$ cat src/rtl/down_counter_timer_if.sv
// Control inputs and status outputs of the down-counter timer, bundled for port connection.
// The master drives the controls; the slave (the timer) drives Q/busy/tc/done.
interface down_counter_timer_if #(
  parameter int WIDTH = 4
);
  logic             load;
  logic [WIDTH-1:0] load_val;
  logic             start;
  logic             hold;
  logic             auto_reload;
  logic [WIDTH-1:0] Q;
  logic             busy;
  logic             tc;
  logic             done;

  modport master (
    output load, load_val, start, hold, auto_reload,
    input  Q, busy, tc, done
  );

  modport slave (
    input  load, load_val, start, hold, auto_reload,
    output Q, busy, tc, done
  );
endinterface

$ cat src/rtl/down_counter_timer.sv
// Loadable down-counter timer: IDLE/RUN/DONE FSM, one-cycle terminal-count pulse, optional auto-reload.
// Single-cycle response to every control; no backpressure (controls are sampled every clk edge).
module down_counter_timer #(
  parameter int WIDTH = 4
) (
  input  logic                 clk,
  input  logic                 clear,
  down_counter_timer_if.slave  bus
);

  typedef enum logic [1:0] {
    IDLE = 2'd0,
    RUN  = 2'd1,
    DONE = 2'd2
  } state_e;

  state_e           state_q, state_d;
  logic [WIDTH-1:0] q_q, q_d;
  logic [WIDTH-1:0] reload_q, reload_d;
  logic             tc_q, tc_d;

  always_ff @(posedge clk) begin
    if (!clear) begin
      state_q  <= IDLE;
      q_q      <= '0;
      reload_q <= '0;
      tc_q     <= 1'b0;
    end else begin
      state_q  <= state_d;
      q_q      <= q_d;
      reload_q <= reload_d;
      tc_q     <= tc_d;
    end
  end

  // Priority: load > start > count/hold. tc only ever rises on the terminal-count edge.
  always_comb begin
    state_d  = state_q;
    q_d      = q_q;
    reload_d = reload_q;
    tc_d     = 1'b0;
    if (bus.load) begin
      reload_d = bus.load_val;
      q_d      = bus.load_val;
      state_d  = IDLE;
    end else if (bus.start && (state_q != RUN)) begin
      q_d     = reload_q;
      state_d = RUN;
    end else if ((state_q == RUN) && !bus.hold) begin
      if (q_q == '0) begin
        tc_d = 1'b1;
        if (bus.auto_reload) begin
          q_d = reload_q;
        end else begin
          state_d = DONE;
        end
      end else begin
        q_d = q_q - 1'b1;
      end
    end
  end

  assign bus.Q    = q_q;
  assign bus.busy = (state_q == RUN);
  assign bus.done = (state_q == DONE);
  assign bus.tc   = tc_q;

endmodule

$ cat src/flat_wrapper.sv
// flat-port wrapper written by rule: the top's interface ports become plain ports
module down_counter_timer_flat 
#(
  parameter int WIDTH = 4
)
  (clk, clear, bus_load, bus_load_val, bus_start, bus_hold, bus_auto_reload, bus_Q, bus_busy, bus_tc, bus_done);
  down_counter_timer_if #(.WIDTH(WIDTH)) bus_i ();
  input  logic clk;
  input  logic clear;
  input wire logic [$bits(bus_i.load)-1:0] bus_load;
  input wire logic [$bits(bus_i.load_val)-1:0] bus_load_val;
  input wire logic [$bits(bus_i.start)-1:0] bus_start;
  input wire logic [$bits(bus_i.hold)-1:0] bus_hold;
  input wire logic [$bits(bus_i.auto_reload)-1:0] bus_auto_reload;
  output wire logic [$bits(bus_i.Q)-1:0] bus_Q;
  output wire logic [$bits(bus_i.busy)-1:0] bus_busy;
  output wire logic [$bits(bus_i.tc)-1:0] bus_tc;
  output wire logic [$bits(bus_i.done)-1:0] bus_done;
  assign bus_i.load = bus_load;
  assign bus_i.load_val = bus_load_val;
  assign bus_i.start = bus_start;
  assign bus_i.hold = bus_hold;
  assign bus_i.auto_reload = bus_auto_reload;
  assign bus_Q = bus_i.Q;
  assign bus_busy = bus_i.busy;
  assign bus_tc = bus_i.tc;
  assign bus_done = bus_i.done;
  down_counter_timer #(.WIDTH(WIDTH)) u_core (.clk(clk), .clear(clear), .bus(bus_i));
endmodule
$ cat config.mk
export PLATFORM = sky130hd
export DESIGN_NAME = down_counter_timer_flat
export DESIGN_NICKNAME = d
export VERILOG_FILES = /design/src/rtl/down_counter_timer_if.sv /design/src/rtl/down_counter_timer.sv /design/src/flat_wrapper.sv
export SDC_FILE = /design/constraint.sdc
export NUM_CORES = 1
export LEC_CHECK = 0
export ABC_AREA = 1
export ABC_CLOCK_PERIOD_IN_PS = 3400
export CAP_MARGIN = 30
export CORE_MARGIN = 1
export CORE_UTILIZATION = 45
export CTS_BUF_LIST = sky130_fd_sc_hd__clkbuf_8
export CTS_CLUSTER_DIAMETER = 150
export CTS_CLUSTER_SIZE = 14
export DETAILED_ROUTE_END_ITERATION = 10
export PLACE_DENSITY = 0.72
export SETUP_SLACK_MARGIN = 0.05
export SLEW_MARGIN = 20
export SYNTH_ARGS = -nofsm -noshare
export SYNTH_HDL_FRONTEND = slang
export SYNTH_SLANG_ARGS = --single-unit
$ cat constraint.sdc
create_clock -name clk -period 3.4 [get_ports clk]
set_clock_uncertainty 0.1 [all_clocks]
set_input_delay 0.34 -clock clk [delete_from_list [all_inputs] [get_ports clk]]
set_output_delay 0.34 -clock clk [all_outputs]
set_load 0.02 [all_outputs]
## Word-level counts from Yosys, hierarchy flattened

Index checks and enable logic that the tools add are counted.

- Bits in registers: 11
- Bits of input ports: 10
- Output and inout port bits: 7
- Logic and storage cells: 37

- Add/subtract/negate cells: 1
- Eq/ne operators: 5
- Multiplexer cells: 10
- Bitwise gates (word level): 3
- Reduce and logical (&&, ||, !) cells: 13

Operators with widths:

| kind | number |
|---|---|
| $mux 4 | 5 |
| $reduce_and 3->1 | 2 |
| $mux 1 | 5 |
| $logic_not 4->1 | 1 |
| $ne 2x1->1 const B | 2 |
| $ne 4x3->1 const B | 1 |
| $reduce_bool 2->1 | 2 |
| $reduce_or 4->1 | 1 |
| $sub 4x1->4 const B | 1 |
| $not 1->1 | 3 |
| $reduce_bool 3->1 | 1 |
| $reduce_or 3->1 | 1 |
| $eq 2x1->1 const B | 1 |
| $eq 2x2->1 const B | 1 |
| $logic_and 1x1->1 | 2 |
| $reduce_and 2->1 | 1 |
| $reduce_or 2->1 | 1 |
| $logic_not 1->1 | 1 |

## Longest topological paths before layout

Gate-level depths: netlist of run 1.

- Depth in word-level cells: 5
- Mapped depth: 8
- Gate-level depth less buffers: 8

## Worst setup path after synthesis of run 1

Ideal clock, no wire load.

- Path type: register -> register
- From: reg u_core.q_q[0] (netlist: u_core.bus.Q[0])
- To: reg u_core.q_q[2] (netlist: u_core.bus.Q[2])
- Setup time: 0.070 ns
- Arrival: 1.264 ns
- Path slack: 1.966 ns
- Cell stages (with the launch flop): 7
- Clock period less this slack: 1.434 ns
- Path through: dfxtp_1 > inv_1 > ha_1 > or2_1 > nand3_1 > nand3_1 > a21oi_1

- Cells in the longest elaborated chain, start to end: 5
- Elaborated cells on any way between the ends: 8
- Those cells by class: add/sub: 1; eq/ne: 1; mux: 4; reduce/logical: 2

Ends and longest elaborated chain:

| what | RTL line | RTL |
|---|---|---|
| start, declared | down_counter_timer.sv:18 | `logic [WIDTH-1:0] q_q, q_d;` |
| start signal, assigned | down_counter_timer.sv:30 | `q_q <= q_d;` |
| $sub 4x1->4 / $logic_not 4->1 (equally long branches) | down_counter_timer.sv:58, down_counter_timer.sv:50 |  |
| $mux 4 | down_counter_timer.sv:50 | `if (q_q == '0) begin` |
| $mux 4 | down_counter_timer.sv:49 | `end else if ((state_q == RUN) && !bus.hold) begin` |
| $mux 4 | down_counter_timer.sv:46 | `end else if (bus.start && (state_q != RUN)) begin` |
| $mux 4 | down_counter_timer.sv:42 | `if (bus.load) begin` |

Parallel ways exist; a longest one is shown, timed or not. The select of a mux whose other input is x is not followed.
A chain may end at the register's enable or synchronous reset.

## Worst setup path in the final report of run 1

- From: reg u_core.state_q[1]
- To: out bus_busy

- Cells in the longest elaborated chain, start to end: 1

Ends and longest elaborated chain:

| what | RTL line | RTL |
|---|---|---|
| start, declared | down_counter_timer.sv:17 | `state_e state_q, state_d;` |
| start signal, assigned | down_counter_timer.sv:29 | `state_q <= state_d;` |
| $eq 2x1->1 | down_counter_timer.sv:64 | `assign bus.busy = (state_q == RUN);` |
| end, declared | flat_wrapper.sv:16 | `output wire logic [$bits(bus_i.busy)-1:0] bus_busy;` |

Every way passes these cells.

==> results of run 1 <==
## state kept, by name, summed over array words and instances, names as in the netlist
signal / flops
u_core.bus.Q: 4
u_core.reload_q: 4
u_core.state_q: 2
u_core.bus.tc: 1
## layout make-up
cell class / count / share of cell area
clock buffer: 3 / 0.0483
clock inverter: 1 / 0.00586
inverter: 16 / 0.0703
multi-input combinational: 59 / 0.408
sequential: 11 / 0.258
tap: 15 / 0.0220
timing repair buffer: 16 / 0.187
## cell families after synthesis
kind of cell,Yosys count
buffers and inverters,16
AO/OA/AOI/OAI,16
AND/OR/NAND/NOR,42
flip-flops,11
adder cells (fa/ha/maj),1
## where the power goes
| group | total, mW | switching, mW | internal (mW) | leakage (nW) |
|---|---|---|---|---|
| combinational | 0.0989 | 0.0563 | 0.0426 | 0.262 |
| clock | 0.136 | 0.0547 | 0.0809 | 0.0255 |
| sequential | 0.143 | 0.00559 | 0.137 | 0.0906 |
| total | 0.378 | 0.117 | 0.261 | 0.378 |
## layer usage
| metal | wire length (um) | vias up | global-route usage |
|---|---|---|---|
| met4 | 35 | 0 | 0.129 |
| met5 | 0 | - | 0 |
| met1 | 660 | 294 | 0.256 |
| li1 | - | 324 | - |
| met2 | 668 | 18 | 0.363 |
| met3 | 62 | 5 | 0.0511 |
## worst paths after layout
kind | slack, ns | end | cells past startpoint
worst max-delay path | 1.54 | bus_busy | 4
worst min-delay path | 0.38 | u_core.reload_q[2] | 2
worst max register to register | 1.95 | u_core.bus.Q[2] | 6
worst min register to register | 0.38 | u_core.reload_q[2] | 2
## cells in the final DEF, fill, tap and decap left out, types with 2 or more instances in the layout
master / n
clkbuf_8: 3
a21boi_1: 3
nand2_2: 2
inv_1: 16
dfxtp_1: 11
nand2_4: 4
o22ai_1: 4
clkdlybuf4s50_1: 16
nand3_1: 15
a21oi_1: 7
nand2_1: 15
## through the flow
| stage | instances | setup WS (ns) | hold slack (ns) | util | cell area [um2] |
|---|---|---|---|---|---|
| 4_1_cts | 121 | 1.53 | 0.375 | 0.657 | 855 |
| 5_1_grt | 121 | 1.46 | 0.416 | 0.657 | 855 |
| 3_5_place_dp | 117 | 1.77 | 0.363 | 0.621 | 808 |
| 3_3_place_gp | 117 | 1.79 | 0.375 | 0.621 | 808 |
| 6_report | 121 | 1.54 | 0.377 | 0.657 | 855 |
| 2_1_floorplan | 86 | 1.97 | 0.319 | - | 629 |
## worst register-to-register path, stage by stage, from the launching register on
cell     delay [ns]
dfxtp_1        0.37
inv_1          0.10
ha_1           0.25
or2_1          0.23
nand3_1        0.07
nand3_1        0.09
a21oi_1        0.17
==> out/results.ini, run 1 <==
[outcome]
status=completed

[clock_tree]
cts_tree=yes
htreeDepth=1
cts_resized=0
path_clk_slew_ns=0.06
numClockSinks=11
clockBufferDepth=2
holdBufCountCts=0
cts-root-buf=clkbuf_8
clkLatencyLatePin_ns=0.25
cts_made_buffers=3
post-cts-setup-buffers=0

[sta]
worst_slew_pin_slew_ns=0.294
finalSetupTns_ns=0
max_freq_ghz=0.538
slew_headroom=0.803
rsz0062_at_grt=false
drv_slew=0
setup_viol=0
min_period_ns=1.86
period_share=0.546
finalHoldViolations=0

[synth]
synth_mux_area_frac=0
yosysUniqueCellTypes=18
yosysTopAreaCell=dfxtp_1
ys_warn_count=0
synth_ff_type=dfxtp_1
yosys.cell_count.top_type=inv_1
syn_inst=86
seq_area_frac_synth=0.350
synth_xor_area_frac=0
synth_top_cell_area_share=0.350
synth-edff-count=0
synthAdderAreaFrac=0.0199
synth_compound_area_frac=0.171
synthesis.area_um2=629
synthTopCellsByCount=16 x inv_1, 15 x nand2_1, 15 x nand3_1
async_flop_share=0
synth_top_family_by_area=simple AND/OR/NAND/NOR gates
synth-seq-cells=11
synthTopCellsByArea=dfxtp_1 35%, nand3_1 12%, inv_1 9.5%
synth.avg_cell_area_um2=7.32
synthSimpleGateAreaFrac=0.364
syn_nets=97

[cells_and_area]
multi_input_area_um2=349
n_antenna_cell=0
fill_cells=126
seq_area_um2=220
final_nets=118
flow.area_growth_from_synthesis_pct=35.8
drive_gt1_frac=0.132

[floorplanning]
initial_core_util=0.484
die_area_um2=1550
io_pins=17
core-area_um2=1300
die_h_um=39.4
fp-row-count=13
die_w_um=39.4

[route]
vias=641
wl_per_cell_um=11.8
first_pass_iters=4
route.detailed.drc=0
avgViaCountPerCell=5.30
drt_iter0_drc=22
drt-total-wl_mm=1.43
detail-route-antenna-nets=0

[setup_path]
setup.worst_path.start_class=flop
r2r-start=u_core.bus.Q[0]
crit_family=buffers and inverters
max_stage_delay_ns=0.59
crit_top_cell=inv_1
path_buf_inv=3
worstPathCellList=inv_1 > nand2_4 > inv_1 > clkdlybuf4s50_1
startpoint=u_core.state_q[1]
path_max_fanout=5
path_class=flop to primary output
worstPathArrival_ns=1.42
endpoint_kind=primary output
required_ns=2.96
worst_path_max_delay_cell=clkdlybuf4s50_1

[power]
peakVddDrop_v=0.000256
fin_total_pwr_mw=0.378
leakagePower_nw=0.378
p_per_area_nw_per_um2=442

[placement]
dp_hpwl_mm=1.05
io_buffers=16
gp_congestion=0.878

[global_route]
grt_antenna_before_repair=0
grt_pass1_vias=517
grt_pass1_wl_mm=2.18
gr-total-overflow=0
grt_use_total=0.220
grt_max_degree=9

[job]
maxCapViolCount=0

[min_path]
hp-class=flop to flop
min-delay-start=u_core.reload_q[2]

Power figures use the tool's default switching activity.
==> inputs of run 2 (changes only) <==
--- a/config.mk
+++ b/config.mk
@@ -6,15 +6,15 @@
 export NUM_CORES = 1
 export LEC_CHECK = 0
 export ABC_AREA = 1
-export ABC_CLOCK_PERIOD_IN_PS = 3400
+export ABC_CLOCK_PERIOD_IN_PS = 1650
 export CAP_MARGIN = 30
 export CORE_MARGIN = 1
-export CORE_UTILIZATION = 45
+export CORE_UTILIZATION = 44
 export CTS_BUF_LIST = sky130_fd_sc_hd__clkbuf_8
 export CTS_CLUSTER_DIAMETER = 150
 export CTS_CLUSTER_SIZE = 14
 export DETAILED_ROUTE_END_ITERATION = 10
-export PLACE_DENSITY = 0.72
+export PLACE_DENSITY = 0.74
 export SETUP_SLACK_MARGIN = 0.05
 export SLEW_MARGIN = 20
 export SYNTH_ARGS = -nofsm -noshare
==> constraint.sdc (replaced) <==
create_clock -name clk -period 1.65 [get_ports clk]
set_clock_uncertainty 0.1 [all_clocks]
set_input_delay 0.165 -clock clk [delete_from_list [all_inputs] [get_ports clk]]
set_output_delay 0.165 -clock clk [all_outputs]
set_load 0.02 [all_outputs]
==> out/results.ini, run 2 (same netlist as run 1, synthesis figures left out) <==
[floorplanning]
die_h_um=39.8  ; +1.1%
io_pins=17  ; unchanged
die_area_um2=1590  ; +2.2%
fp-row-count=13  ; unchanged
initial_core_util=0.478  ; -0.00597
core-area_um2=1320  ; +1.2%
die_w_um=39.8  ; +1.1%

[cells_and_area]
layout.cells.non_filler=121  ; unchanged
layout_commonest_cell=inv_1
flow.area_growth_from_synthesis_pct=36.0
final_nets=118  ; unchanged
drive_gt1_frac=0.132  ; unchanged
fill_cells=133  ; +5.6%
n_antenna_cell=0  ; unchanged
mostFrequentLayoutCells=16 x inv_1, 15 x nand2_1, 15 x nand3_1

[placement]
dp_hpwl_mm=1.06  ; +0.47%
dp_slack_ns=0.196  ; -1.57 ns
io_buffers=16  ; unchanged
placed_cells=117  ; unchanged
gp_congestion=0.805  ; -8.2%

[sta]
max_freq_ghz=0.660
drv_slew=0  ; unchanged
setup_viol=0  ; unchanged
finalHoldViolations=0  ; unchanged
finalSetupTns_ns=0  ; unchanged
min_period_ns=1.51
worst_slew_pin_slew_ns=0.291  ; -0.00296 ns
timing.final.ws_setup_ns=0.136  ; -1.41 ns
period_share=0.918
rsz0062_at_grt=false
slew_headroom=0.805  ; +0.00198

[global_route]
grt_antenna_before_repair=0  ; unchanged
grt_pass1_vias=520  ; +0.58%
grt_use_total=0.207  ; -0.0129
grt_pass1_wl_mm=2.08  ; -4.8%
grt_max_degree=9  ; unchanged
gr-total-overflow=0  ; unchanged

[clock_tree]
clockBufferDepth=2  ; unchanged
path_clk_slew_ns=0.05  ; about the same
post-cts-setup-buffers=0  ; unchanged
numClockSinks=11  ; unchanged
cts_tree=yes
cts_made_buffers=3  ; unchanged
clkLatencyLatePin_ns=0.24  ; about the same
cts-root-buf=clkbuf_8
htreeDepth=1  ; unchanged

[setup_path]
required_ns=1.38  ; -1.58 ns
worst_path_max_delay_cell=clkdlybuf4s50_1
max_stage_delay_ns=0.62  ; +0.03 ns
worstPathArrival_ns=1.25  ; -0.17 ns
endpoint_kind=primary output
path_class=flop to primary output
path_max_fanout=4  ; -1
r2r_setup_slack_ns=0.24  ; -1.71 ns
crit_family=buffers and inverters
path_buf_inv=1  ; -2
setup.worst_path.start_class=flop
worstPathCellList=clkdlybuf4s50_1

[route]
drt_iter0_drc=12  ; -45%
avgViaCountPerCell=5.08  ; -4.1%
first_pass_iters=4  ; unchanged
routedLengthMet1_um=647  ; -2.0%
wl_per_cell_um=11.2  ; -5.2%
drt-total-wl_mm=1.35  ; -5.2%
dr_wl_met3_um=71  ; +15%
route.detailed.drc=0  ; unchanged
route.met2.wl_um=608  ; -9.0%
vias=615  ; -4.1%
detail-route-antenna-nets=0  ; unchanged
highest_layer=met4

[min_path]
hp-class=flop to flop

[outcome]
status=completed

[power]
leakagePower_nw=0.401  ; +6.0%
peakVddDrop_v=0.000583  ; +130%
p_per_area_nw_per_um2=902  ; +100%

[job]
maxCapViolCount=0  ; unchanged

==> run 2: metrics by stage <==
stage | area [um2] | total power, mW | hold WS, ns | utilization
floorplan | 629 | 0.428 | 0.144 | -
global placement | 808 | 0.500 | 0.372 | 0.613
detailed placement | 808 | 0.502 | 0.371 | 0.613
CTS | 853 | 0.773 | 0.379 | 0.648
global route | 856 | 0.810 | 0.396 | 0.650
finish | 856 | 0.772 | 0.374 | 0.650
==> run 2: power by group <==
group          leakage, nW  total, mW  internal [mW]  switching, mW
Combinational        0.285      0.201         0.0871          0.114
Clock               0.0255      0.276          0.167          0.110
Sequential          0.0906      0.295          0.283         0.0115
==> run 2: layout make-up <==
type	instances	area, um2	share of cell area
multi-input cells	59	349	0.408
flip-flops and latches	11	220	0.257
repair buffers	16	161	0.189
inverters	16	60.1	0.0702
clock buffers	3	41.3	0.0482
well taps	15	18.8	0.0219
clock inverters	1	5.00	0.00585
==> run 2: final timing paths <==
path | cells past startpoint | to | startpoint
max | 1 | bus_Q[3] | u_core.bus.Q[3]
min | 2 | u_core.reload_q[1] | u_core.reload_q[1]
min reg2reg | 2 | u_core.reload_q[1] | u_core.reload_q[1]
max reg2reg | 7 | u_core.bus.Q[0] | u_core.bus.Q[0]
==> run 2: timing repair <==
action                     in CTS  in global routing
hold buffers                    0                  0
gates resized for setup         1                  1
pin swaps                       0                  0
setup endpoints to repair       1                  1
==> run 2: routing by layer <==
| layer | vias to the layer above | global-route usage |
|---|---|---|
| met5 | - | 0 |
| met4 | 0 | 0.129 |
| met3 | 4 | 0.0682 |
| met2 | 21 | 0.320 |
| met1 | 265 | 0.241 |
| li1 | 325 | - |
